--- config.mk ---
export PLATFORM = sky130hd
export DESIGN_NAME = exception_controller
export DESIGN_NICKNAME = d
export VERILOG_FILES = /design/src/rtl/exc_pkg.sv /design/src/rtl/irq_pending.sv /design/src/rtl/exception_controller.sv
export SDC_FILE = /design/constraint.sdc
export NUM_CORES = 1
export LEC_CHECK = 0
export BUFFER_PORTS_ARGS = -buffer_cell sky130_fd_sc_hd__buf_2
export CORE_AREA = 3 3 55 57
export CTS_BUF_LIST = sky130_fd_sc_hd__clkbuf_16
export CTS_CLUSTER_DIAMETER = 50
export CTS_CLUSTER_SIZE = 20
export DETAILED_ROUTE_END_ITERATION = 10
export DIE_AREA = 0 0 58 60
export GPL_ROUTABILITY_DRIVEN = 0
export PLACE_DENSITY = 0.65
export SKIP_CTS_REPAIR_TIMING = 1
export SLEW_MARGIN = 30
export SYNTH_ARGS = -nofsm -noshare
export SYNTH_HDL_FRONTEND = slang
export SYNTH_SLANG_ARGS = --single-unit
--- constraint.sdc ---
create_clock -name clk_i -period 4.4 [get_ports clk_i]
set_clock_uncertainty 0.1 [all_clocks]
set_input_delay 0.88 -clock clk_i [delete_from_list [all_inputs] [get_ports clk_i]]
set_output_delay 0.88 -clock clk_i [all_outputs]
set_load 0.01 [all_outputs]
--- src/rtl/exc_pkg.sv ---
// Shared definitions for the exception controller: FSM states, EStatus cause
// codes and the IRQ cause-code helper.
package exc_pkg;

  typedef enum logic [1:0] {
    StIdle    = 2'd0,
    StRaise   = 2'd1,
    StHandler = 2'd2,
    StReturn  = 2'd3
  } exc_state_e;

  localparam logic [3:0] ES_NONE     = 4'b0000;
  localparam logic [3:0] ES_INVOP    = 4'b0010;
  localparam logic [3:0] ES_MISAL    = 4'b0011;
  localparam logic [3:0] ES_IRQ_BASE = 4'b1000;

  // IRQ i reports as 1iii.
  function automatic logic [3:0] irq_code(input logic [2:0] idx);
    return ES_IRQ_BASE | {1'b0, idx};
  endfunction

endpackage

--- src/rtl/irq_pending.sv ---
// Edge detection and pending latch for the external interrupt lines, plus a
// lowest-index-first priority encoder over the enabled pending set.
//   clk_i, rst_ni  : clock, async active-low reset
//   irq_req_i      : raw interrupt lines (rising edge sets pending)
//   en_i           : global enable applied to selection only
//   clr_mask_i     : bits to clear (IRQ taken this cycle)
//   sel_idx_o      : index of highest-priority enabled pending IRQ
//   sel_valid_o    : sel_idx_o is meaningful
//   pending_o      : pending register
module irq_pending #(
  parameter int unsigned NIRQ = 4
) (
  input  logic            clk_i,
  input  logic            rst_ni,
  input  logic [NIRQ-1:0] irq_req_i,
  input  logic            en_i,
  input  logic [NIRQ-1:0] clr_mask_i,
  output logic [2:0]      sel_idx_o,
  output logic            sel_valid_o,
  output logic [NIRQ-1:0] pending_o
);

  logic [NIRQ-1:0] irq_prev_q;
  logic [NIRQ-1:0] pending_q, pending_d;

  // A fresh edge on a line being cleared wins, so it stays pending.
  assign pending_d = (pending_q & ~clr_mask_i) | (irq_req_i & ~irq_prev_q);

  always_ff @(posedge clk_i or negedge rst_ni) begin
    if (!rst_ni) begin
      irq_prev_q <= '0;
      pending_q  <= '0;
    end else begin
      irq_prev_q <= irq_req_i;
      pending_q  <= pending_d;
    end
  end

  // Scan high to low so the lowest index overrides.
  always_comb begin
    sel_idx_o   = 3'd0;
    sel_valid_o = 1'b0;
    for (int i = int'(NIRQ) - 1; i >= 0; i--) begin
      if (en_i && pending_q[i]) begin
        sel_idx_o   = 3'(i);
        sel_valid_o = 1'b1;
      end
    end
  end

  assign pending_o = pending_q;

endmodule

--- src/rtl/exception_controller.sv ---
// Exception/return sequencer for the single-cycle datapath. Prioritises
// synchronous faults over external IRQs, raises exc_o with a cause code,
// waits for exc_ack_i (with timeout), masks new exceptions while in the
// handler and pulses eret_o on ERET.
//   clk_i, rst_ni    : clock, async active-low reset
//   irq_req_i        : external interrupt lines (edge-triggered)
//   irq_en_i         : global IRQ enable (faults are never masked)
//   invalid_op_i     : undefined opcode in current instruction
//   misaligned_i     : misaligned load/store address
//   eret_op_i        : current instruction is ERET
//   exc_ack_i        : datapath has vectored to the handler
//   exc_o            : exception request
//   eret_o           : one-cycle return pulse
//   estatus_o        : cause code
//   irq_ack_o        : one-hot pulse for the IRQ taken
//   in_handler_o     : high while in the handler
//   ack_err_o        : sticky ack-timeout flag
//   dbl_fault_o      : sticky fault-inside-handler flag
module exception_controller
  import exc_pkg::*;
#(
  parameter int unsigned NIRQ        = 4,
  parameter int unsigned ACK_TIMEOUT = 16
) (
  input  logic            clk_i,
  input  logic            rst_ni,
  input  logic [NIRQ-1:0] irq_req_i,
  input  logic            irq_en_i,
  input  logic            invalid_op_i,
  input  logic            misaligned_i,
  input  logic            eret_op_i,
  input  logic            exc_ack_i,
  output logic            exc_o,
  output logic            eret_o,
  output logic [3:0]      estatus_o,
  output logic [NIRQ-1:0] irq_ack_o,
  output logic            in_handler_o,
  output logic            ack_err_o,
  output logic            dbl_fault_o
);

  localparam int unsigned TW = $clog2(ACK_TIMEOUT);

  exc_state_e      state_q;
  logic            exc_q, eret_q, in_handler_q, ack_err_q, dbl_fault_q;
  logic [3:0]      estatus_q;
  logic [NIRQ-1:0] irq_ack_q;
  logic [TW-1:0]   timer_q;

  logic [2:0]      sel_idx;
  logic            sel_valid;
  logic [NIRQ-1:0] pending;
  logic [NIRQ-1:0] sel_onehot;
  logic [NIRQ-1:0] clr_mask;
  logic            take_irq;

  irq_pending #(
    .NIRQ(NIRQ)
  ) u_irq_pending (
    .clk_i      (clk_i),
    .rst_ni     (rst_ni),
    .irq_req_i  (irq_req_i),
    .en_i       (irq_en_i),
    .clr_mask_i (clr_mask),
    .sel_idx_o  (sel_idx),
    .sel_valid_o(sel_valid),
    .pending_o  (pending)
  );

  always_comb begin
    sel_onehot = '0;
    for (int i = 0; i < int'(NIRQ); i++) begin
      sel_onehot[i] = (sel_idx == 3'(i));
    end
  end

  // An IRQ is only taken from idle when no synchronous fault outranks it.
  assign take_irq = (state_q == StIdle) && !invalid_op_i && !misaligned_i && sel_valid;
  assign clr_mask = take_irq ? (sel_onehot & pending) : '0;

  always_ff @(posedge clk_i or negedge rst_ni) begin
    if (!rst_ni) begin
      state_q      <= StIdle;
      exc_q        <= 1'b0;
      eret_q       <= 1'b0;
      estatus_q    <= ES_NONE;
      irq_ack_q    <= '0;
      in_handler_q <= 1'b0;
      ack_err_q    <= 1'b0;
      dbl_fault_q  <= 1'b0;
      timer_q      <= '0;
    end else begin
      irq_ack_q <= '0;
      unique case (state_q)
        StIdle: begin
          if (invalid_op_i) begin
            state_q   <= StRaise;
            exc_q     <= 1'b1;
            estatus_q <= ES_INVOP;
            timer_q   <= '0;
          end else if (misaligned_i) begin
            state_q   <= StRaise;
            exc_q     <= 1'b1;
            estatus_q <= ES_MISAL;
            timer_q   <= '0;
          end else if (take_irq) begin
            state_q   <= StRaise;
            exc_q     <= 1'b1;
            estatus_q <= irq_code(sel_idx);
            timer_q   <= '0;
            irq_ack_q <= sel_onehot;
          end
        end
        StRaise: begin
          if (exc_ack_i) begin
            exc_q        <= 1'b0;
            in_handler_q <= 1'b1;
            state_q      <= StHandler;
          end else if (timer_q == TW'(ACK_TIMEOUT - 1)) begin
            // Abandon the request; a taken IRQ is dropped, not re-pended.
            exc_q     <= 1'b0;
            ack_err_q <= 1'b1;
            estatus_q <= ES_NONE;
            state_q   <= StIdle;
          end else begin
            timer_q <= timer_q + TW'(1);
          end
        end
        StHandler: begin
          if (invalid_op_i || misaligned_i) begin
            dbl_fault_q <= 1'b1;
          end
          if (eret_op_i) begin
            eret_q  <= 1'b1;
            state_q <= StReturn;
          end
        end
        StReturn: begin
          eret_q       <= 1'b0;
          estatus_q    <= ES_NONE;
          in_handler_q <= 1'b0;
          state_q      <= StIdle;
        end
        default: state_q <= StIdle;
      endcase
    end
  end

  assign exc_o        = exc_q;
  assign eret_o       = eret_q;
  assign estatus_o    = estatus_q;
  assign irq_ack_o    = irq_ack_q;
  assign in_handler_o = in_handler_q;
  assign ack_err_o    = ack_err_q;
  assign dbl_fault_o  = dbl_fault_q;

endmodule
==> metrics, run 1 <==
largest net degree at the start of global routing 27; via/cell ratio 5.06; Starting Density 45.0%; Internal Power 0.491 mW; GRT Util Overall 13.5%; Final Cell Area 1330 µm²; Worst EP arrival 0.79 ns; Max VDD drop 0.524 mV; CP max-delay cell dfrtp_1; unrepaired setup endpoints after global routing false; Post-Syn Nets 117; Flop pwr share 47.8%; Stages on worst setup path 1; Root Driver clkbuf_16; final worst-path cycle share 40.1%; HPWL Detailed 1.42 mm; synthesized instance count 105; Post-Synth XOR/XNOR Area 0.772%; fraction of layout cells with a size suffix above 1 23.6%; max_slew headroom 63.3%; yosys warns 0; CP top delay family flip-flops; Synth Area in Adders 1.10%; post-route ant nets 0; sequential-to-total area share from yosys stat 57.3%; origin of the critical flop-to-flop path state_q[0]$_DFFE_PN0P_; Clock Sink Count 26; die height 60 µm; TritonCTS clock tree yes; worst path required time 3.42 ns; Net Sw Power 0.232 mW; Placed Area 1250 µm²; run status finished, final reports clean; simple-gate share of the synthesized area 13.6%; final wirelength 1.97 mm; storage element area 651 µm²; max incr delay on CP 0.38 ns; CP endpoint kind output port; Row Count 18; boundary pin count 24; Iteration-0 DRC Markers 24; final setup fails 0; Die W 58 µm; fillers 237; crit path max fanout 3; power share of the clock group 27.6%; Multi-input gate area 418 µm²; Yosys cell types 32; f_max 0.566 GHz; Max Cap Violations 0; antenna violations before repair 0; routed len/inst 12.5 µm; deepest level of the CTS H-tree 1; fin worst setup slack 2.63 ns; largest family of logic cells by synthesized area compound AO/OA/AOI/OAI gates; Buf+Inv Stages, Crit Path 1; multiplexer area fraction after synthesis 2.98%; clock buffer depth 2; pre-CTS setup slack 2.39 ns; Worst-Skew Late Latency 0.26 ns; ant diodes 0; Avg Inst Size Synth 10.8 µm²; most frequent cells in the layout dfrtp_1 (26), buf_2 (22), nand2_1 (11); ranking of synthesized cells by area dfrtp_1 (57%), a21oi_1 (4.4%), nand2_1 (3.6%); worst reg2reg path depth 4; CTS Buf Count 3; largest area contributor in the netlist dfrtp_1; Reg2Reg Capture Point estatus_o[1]$_DFFE_PN0P_; Setup CP Type flop to output port; crit path from exc_o$_DFFE_PN0P_; hold crit path type flop to flop; leakage power 0.690 nW; count of input and output buffers 22; Core Region 2520 µm²; Die Area 3480 µm²; DRT Pass-1 Iters 4; Netlist Area Pre-Place 1130 µm²; Final Util 52.8%; DR vias 794; vias in the first global route 759; Compound-Gate Fraction of Synth Area 18.1%; Nets 140; R2R setup slack 2.67 ns; setup TNS 0 ns; Fin. Hold Viols 0; fin crit period 1.77 ns; post-synth top area share 57.3%; most common cell after layout, fill and taps aside dfrtp_1; Residual DRC 0; crit-path cells buf_2; Net Sw Frac 32.1%; first-pass GRT wire length 3.48 mm; Area growth syn-to-layout 17.4%; Worst setup SP type flop; grt total ovfl 0; Tightest Pin Transition 0.550 ns; number of register bits inferred by synthesis 26; Logic pwr share 24.7%; CP Capture Point exc_o; pwr dens 543 nW/µm²; final slew viol count 0; clock slew at reported path FFs 0.06 ns
[power groups by stage]
stage                     sequential (mW)  combinational (mW)  clock (mW)
after floorplan                     0.334               0.134           0
after global placement              0.347               0.177           0
after detailed placement            0.349               0.178           0
after CTS                           0.345               0.183       0.207
after global routing                0.356               0.205       0.218
final                               0.346               0.179       0.199
[flip-flops by register name (all words and copies together), names as in the netlist, named ones only]
name                      count
irq_ack_o                     4
exc_o                         1
u_irq_pending.irq_prev_q      4
state_q                       1
timer_q                       4
u_irq_pending.pending_o       4
eret_o                        1
estatus_o                     3
ack_err_o                     1
in_handler_o                  1
dbl_fault_o                   1
[synth_stat cells]
master	count
nor2b_1	4
nand3_1	3
nor4_4	1
buf_4	1
o2bb2ai_1	1
o22ai_1	1
and3_1	1
inv_1	10
conb_1	1
mux2_2	1
o21ai_2	1
nor3_1	2
o21ai_0	8
buf_6	1
a41o_1	1
ha_1	1
nand3_2	1
o211ai_1	1
a22o_1	2
buf_2	2
a211oi_1	1
a31oi_1	1
mux2_1	2
a21oi_1	10
o31ai_1	1
o41ai_4	1
dfrtp_1	26
xnor2_1	1
o21bai_1	1
nand2_1	11
nor2_1	5
nor4_1	1
[layout make-up]
cell class / count / area share [%]
clock buffer: 3 / 5.63
inverter: 10 / 2.82
clock inverter: 1 / 0.282
timing repair buffer: 22 / 8.26
sequential: 26 / 48.8
multi-input combinational: 65 / 31.4
tap: 30 / 2.82
[through the flow]
stage	std cells	power, mW	hold WS, ns
finish	157	0.724	0.315
global route	157	0.778	0.354
CTS	157	0.735	0.319
detailed placement	153	0.527	0.311
global placement	153	0.524	0.303
floorplan	105	0.468	0.300
[cell families after synthesis]
kind of cell / after synthesis
other cells: 1
mux: 3
fa+ha+maj: 1
flops: 26
compound gates: 30
simple gates: 29
xor+xnor: 1
buf+inv: 14
[routing by layer]
layer	up-vias	global-route usage, %	share of wire, %
met5	-	0	0
met4	0	6.95	2.1
met3	4	4.75	5.8
met2	20	19.0	41
met1	364	18.4	51
li1	406	-	-
[worst min path at each step]
stage | startpoint | end | cells after the start
floorplan | u_irq_pending.irq_prev_q[0]$_DFF_PN0_ | u_irq_pending.pending_o[0]$_DFF_PN0_ | 1
global placement | u_irq_pending.irq_prev_q[1]$_DFF_PN0_ | u_irq_pending.pending_o[1]$_DFF_PN0_ | 1
detailed placement | u_irq_pending.irq_prev_q[1]$_DFF_PN0_ | u_irq_pending.pending_o[1]$_DFF_PN0_ | 1
CTS | u_irq_pending.irq_prev_q[1]$_DFF_PN0_ | u_irq_pending.pending_o[1]$_DFF_PN0_ | 1
global route | u_irq_pending.irq_prev_q[3]$_DFF_PN0_ | u_irq_pending.pending_o[3]$_DFF_PN0_ | 1
finish | u_irq_pending.irq_prev_q[1]$_DFF_PN0_ | u_irq_pending.pending_o[1]$_DFF_PN0_ | 1
Power figures use the tool's default switching activity.
==> inputs of run 2 (changes only) <==
Settings changed: PLACE_DENSITY 0.65 to 0.68.
Clock period 4.4 ns to 1.6 ns, I/O delays scaled along.
==> metrics, run 2 (same netlist as run 1, synthesis figures left out) <==
ant diodes 0; Root Driver clkbuf_16; pre-CTS setup slack 0.0151 ns; max_slew headroom 62.8%; power share of the clock group 31.0%; clock buffer depth 2; Fin. Hold Viols 26; vias in the first global route 831; leakage power 0.734 nW; Tightest Pin Transition 0.557 ns; largest net degree at the start of global routing 27; Iteration-0 DRC Markers 35; final setup fails 0; Row Count 18; hold crit path type primary input to async pin; Nets 146; CP max-delay cell dfrtp_2; first-pass GRT wire length 3.61 mm; final wirelength 2.16 mm; Design Power 2.29 mW; Net Sw Frac 29.6%; Setup CP Type flop to flop; post-route ant nets 0; most common cell after layout, fill and taps aside dfrtp_1; most frequent cells in the layout dfrtp_1 (25), buf_2 (22), nand2_1 (11); Max VDD drop 0.980 mV; routed len/inst 13.3 µm; pwr dens 1610 nW/µm²; Clock Sink Count 26; crit-path cells o41ai_4 -> nand2_1 -> nand3_2 -> mux2_4; fraction of layout cells with a size suffix above 1 31.6%; Worst setup SP type flop; Placed Area 1290 µm²; DRT Pass-1 Iters 4; fin worst setup slack 0.0179 ns; grt total ovfl 0; Die Area 3480 µm²; failing checks negative hold slack; Residual DRC 0; max incr delay on CP 0.44 ns; Internal Power 1.61 mW; clock slew at reported path FFs 0.06 ns; Logic pwr share 27.9%; CTS Buf Count 3; crit path max fanout 5; final worst-path cycle share 98.9%; Worst EP arrival 1.62 ns; Net Sw Power 0.679 mW; HPWL Detailed 1.61 mm; Flop pwr share 41.1%; worst path required time 1.64 ns; Die W 58 µm; DR vias 833; boundary pin count 24; Core Region 2520 µm²; unrepaired setup endpoints after global routing true; count of input and output buffers 22; Worst-Skew Late Latency 0.25 ns; final slew viol count 0; fin crit period 1.58 ns; via/cell ratio 5.11; GRT Util Overall 13.5%; die height 60 µm; Area growth syn-to-layout 25.2%; f_max 0.632 GHz; Final Cell Area 1420 µm²; TritonCTS clock tree yes; Max Cap Violations 0; Starting Density 45.0%; fillers 216; CP endpoint kind flop; antenna violations before repair 0; run status finished, violations left; deepest level of the CTS H-tree 1; setup TNS 0 ns; WHS -0.0486 ns
==> run 2: power by group through the flow <==
| stage | registers, mW | logic (mW) | clock network [mW] |
|---|---|---|---|
| CTS | 0.936 | 0.571 | 0.725 |
| finish | 0.941 | 0.640 | 0.711 |
| global placement | 0.936 | 0.552 | 0 |
| floorplan | 0.918 | 0.369 | 0 |
| global route | 0.962 | 0.704 | 0.755 |
| detailed placement | 0.948 | 0.567 | 0 |
==> run 2: metrics by stage <==
stage / std cells / util, %
floorplan: 105 / -
global placement: 158 / 51.2
detailed placement: 158 / 51.2
CTS: 162 / 55.4
global route: 163 / 56.3
finish: 163 / 56.3
==> run 2: final timing paths <==
| kind | start | end | slack [ns] | cells after the start |
|---|---|---|---|---|
| worst min register to register | u_irq_pending.irq_prev_q[1]$_DFF_PN0_ | u_irq_pending.pending_o[1]$_DFF_PN0_ | 0.33 | 1 |
| max in group asynchronous | rst_ni | u_irq_pending.pending_o[3]$_DFF_PN0_ | 1.05 | 1 |
| min in group clk_i | irq_req_i[2] | u_irq_pending.irq_prev_q[2]$_DFF_PN0_ | 0.08 | 1 |
| worst min-delay path | rst_ni | irq_ack_o[1]$_DFF_PN0_ | -0.05 | 1 |
| worst max-delay path | u_irq_pending.pending_o[3]$_DFF_PN0_ | estatus_o[1]$_DFFE_PN0P_ | 0.02 | 4 |
| worst max register to register | u_irq_pending.pending_o[3]$_DFF_PN0_ | estatus_o[1]$_DFFE_PN0P_ | 0.02 | 4 |
==> run 2: cell type report <==
cell class	instances	area (µm²)	share of cell area, %
clock buffer	3	75.1	5.28
timing repair buffer	28	155	10.9
multi-input combinational	65	434	30.5
clock inverter	1	30.0	2.11
tap	30	37.5	2.64
inverter	10	37.5	2.64
sequential	26	652	45.9
==> run 2: worst max-delay path, delay by kind of cell, from the launching register on <==
kind	cells	cell delay [ns]
muxes	1	0.31
DFF	1	0.44
AOI/OAI and AO/OA	1	0.40
and+or+nand+nor	2	0.21
==> run 2: per-layer routing <==
layer	up-vias	track usage, %	part of all wire (%)
met3	2	3.89	4.3
met4	0	2.98	0.60
li1	420	-	-
met2	17	21.5	50
met5	-	0	0
met1	394	18.4	45
==> inputs of run 3 (changes only) <==
Settings changed: CORE_AREA 3 3 55 57 to 3 3 54 56, DIE_AREA 0 0 58 60 to 0 0 57 59, PLACE_DENSITY 0.68 to 0.7.
==> metrics, run 3 (same netlist as run 1, synthesis figures left out) <==
run status finished, violations left; failing checks negative hold slack; post-route ant nets 0; f_max 0.651 GHz; die height 59 µm; clock buffer depth 2; crit path max fanout 3; Starting Density 45.8%; final wirelength 2.19 mm; worst path required time 1.64 ns; CTS Buf Count 3; fraction of layout cells with a size suffix above 1 31.3%; Core Region 2480 µm²; crit-path cells o41ai_4 -> nand2_1 -> nand3_2 -> mux2_4; DRT Pass-1 Iters 4; WHS -0.0415 ns; Design Power 2.08 mW; via/cell ratio 5.25; ant diodes 0; M2 GR Usage 26.9%; hold crit path type primary input to async pin; Root Driver clkbuf_16; Worst EP arrival 1.57 ns; fillers 233; Setup CP Type flop to flop; Area growth syn-to-layout 21.7%; Die Area 3360 µm²; Nets 145; pwr dens 1510 nW/µm²; Clock Sink Count 26; Cell Count, Final, Fillers Out 161; final worst-path cycle share 95.9%; R2R setup slack 0.07 ns; Die W 57 µm; DR vias 846; Max VDD drop 0.934 mV; Max Cap Violations 0; largest net degree at the start of global routing 27; max incr delay on CP 0.40 ns; Multi-input gate area 430 µm²; CP max-delay cell dfrtp_1; final slew viol count 0; fin crit period 1.53 ns; Tightest Pin Transition 0.570 ns; met1 Use GR 15.8%; Buf+Inv Stages, Crit Path 0; boundary pin count 24; Fin. Hold Viols 26; clock slew at reported path FFs 0.06 ns; Worst-Skew Late Latency 0.25 ns; deepest level of the CTS H-tree 1; unrepaired setup endpoints after global routing true; CP endpoint kind flop; global routing usage on met3 3.92%; Residual DRC 0; Iteration-0 DRC Markers 22; Placed Cells 158; most frequent cells in the layout dfrtp_1 (24), buf_2 (22), nand2_1 (11); antenna violations before repair 0; first-pass GRT wire length 3.72 mm; most common cell after layout, fill and taps aside dfrtp_1; vias in the first global route 893; Worst setup SP type flop; Most Used Layer, Global Route met2; grt total ovfl 0; routed len/inst 13.6 µm; TritonCTS clock tree yes; final setup fails 0; HPWL Detailed 1.61 mm; leakage power 0.715 nW; count of input and output buffers 22; GRT Util Overall 14.2%; CP top delay family flip-flops; max_slew headroom 62.0%; storage element area 653 µm²; Row Count 18
-- run 3: cell types whose count changed in the layout (fill, tap and decap cells not counted), sizes merged --
cell and delta:
buf -1, bufinv -1
-- run 3: area by class of cell --
type,instances,share of cell area [%]
sequential,26,47.3
multi-input combinational,65,31.2
timing repair buffer,27,10.7
clock buffer,3,5.43
inverter,10,2.72
tap,30,2.72
-- run 3: path summary, 6_finish.rpt --
| path | from | cells after the start | endpoint |
|---|---|---|---|
| hold reg to reg | u_irq_pending.irq_prev_q[1]$_DFF_PN0_ | 1 | u_irq_pending.pending_o[1]$_DFF_PN0_ |
| hold / removal | rst_ni | 1 | u_irq_pending.pending_o[3]$_DFF_PN0_ |
| setup reg to reg | u_irq_pending.pending_o[0]$_DFF_PN0_ | 4 | estatus_o[0]$_DFFE_PN0P_ |
| max in group asynchronous | rst_ni | 1 | state_q[0]$_DFFE_PN0P_ |
| min in group clk_i | irq_req_i[2] | 1 | u_irq_pending.irq_prev_q[2]$_DFF_PN0_ |
| setup / recovery | u_irq_pending.pending_o[0]$_DFF_PN0_ | 4 | estatus_o[0]$_DFFE_PN0P_ |
-- run 3: through the flow --
step / hold WS, ns / utilization (%) / setup slack (ns) / TNS [ns] / instance area (µm²)
2_1_floorplan: -0.0756 / - / 0.0469 / 0 / 1130
3_3_place_gp: 0.239 / 52.1 / 0.0749 / 0 / 1290
3_5_place_dp: 0.245 / 52.1 / 0.0357 / 0 / 1290
4_1_cts: -0.0255 / 55.2 / 0.00607 / 0 / 1370
5_1_grt: 0.00908 / 55.8 / -0.0301 / -0.0575 / 1380
6_report: -0.0415 / 55.8 / 0.0651 / 0 / 1380
-- run 3: report_power, final --
| part | internal (mW) | switching (mW) | total (mW) |
|---|---|---|---|
| sequential | 0.800 | 0.128 | 0.928 |
| clock | 0.330 | 0.191 | 0.521 |
| combinational | 0.308 | 0.326 | 0.634 |
-- run 3: routing by layer --
metal / part of all wire [%] / wire length, µm
met3: 5.3 / 115
met4: 0.37 / 8
met1: 42 / 915
met2: 52 / 1150
met5: 0 / 0
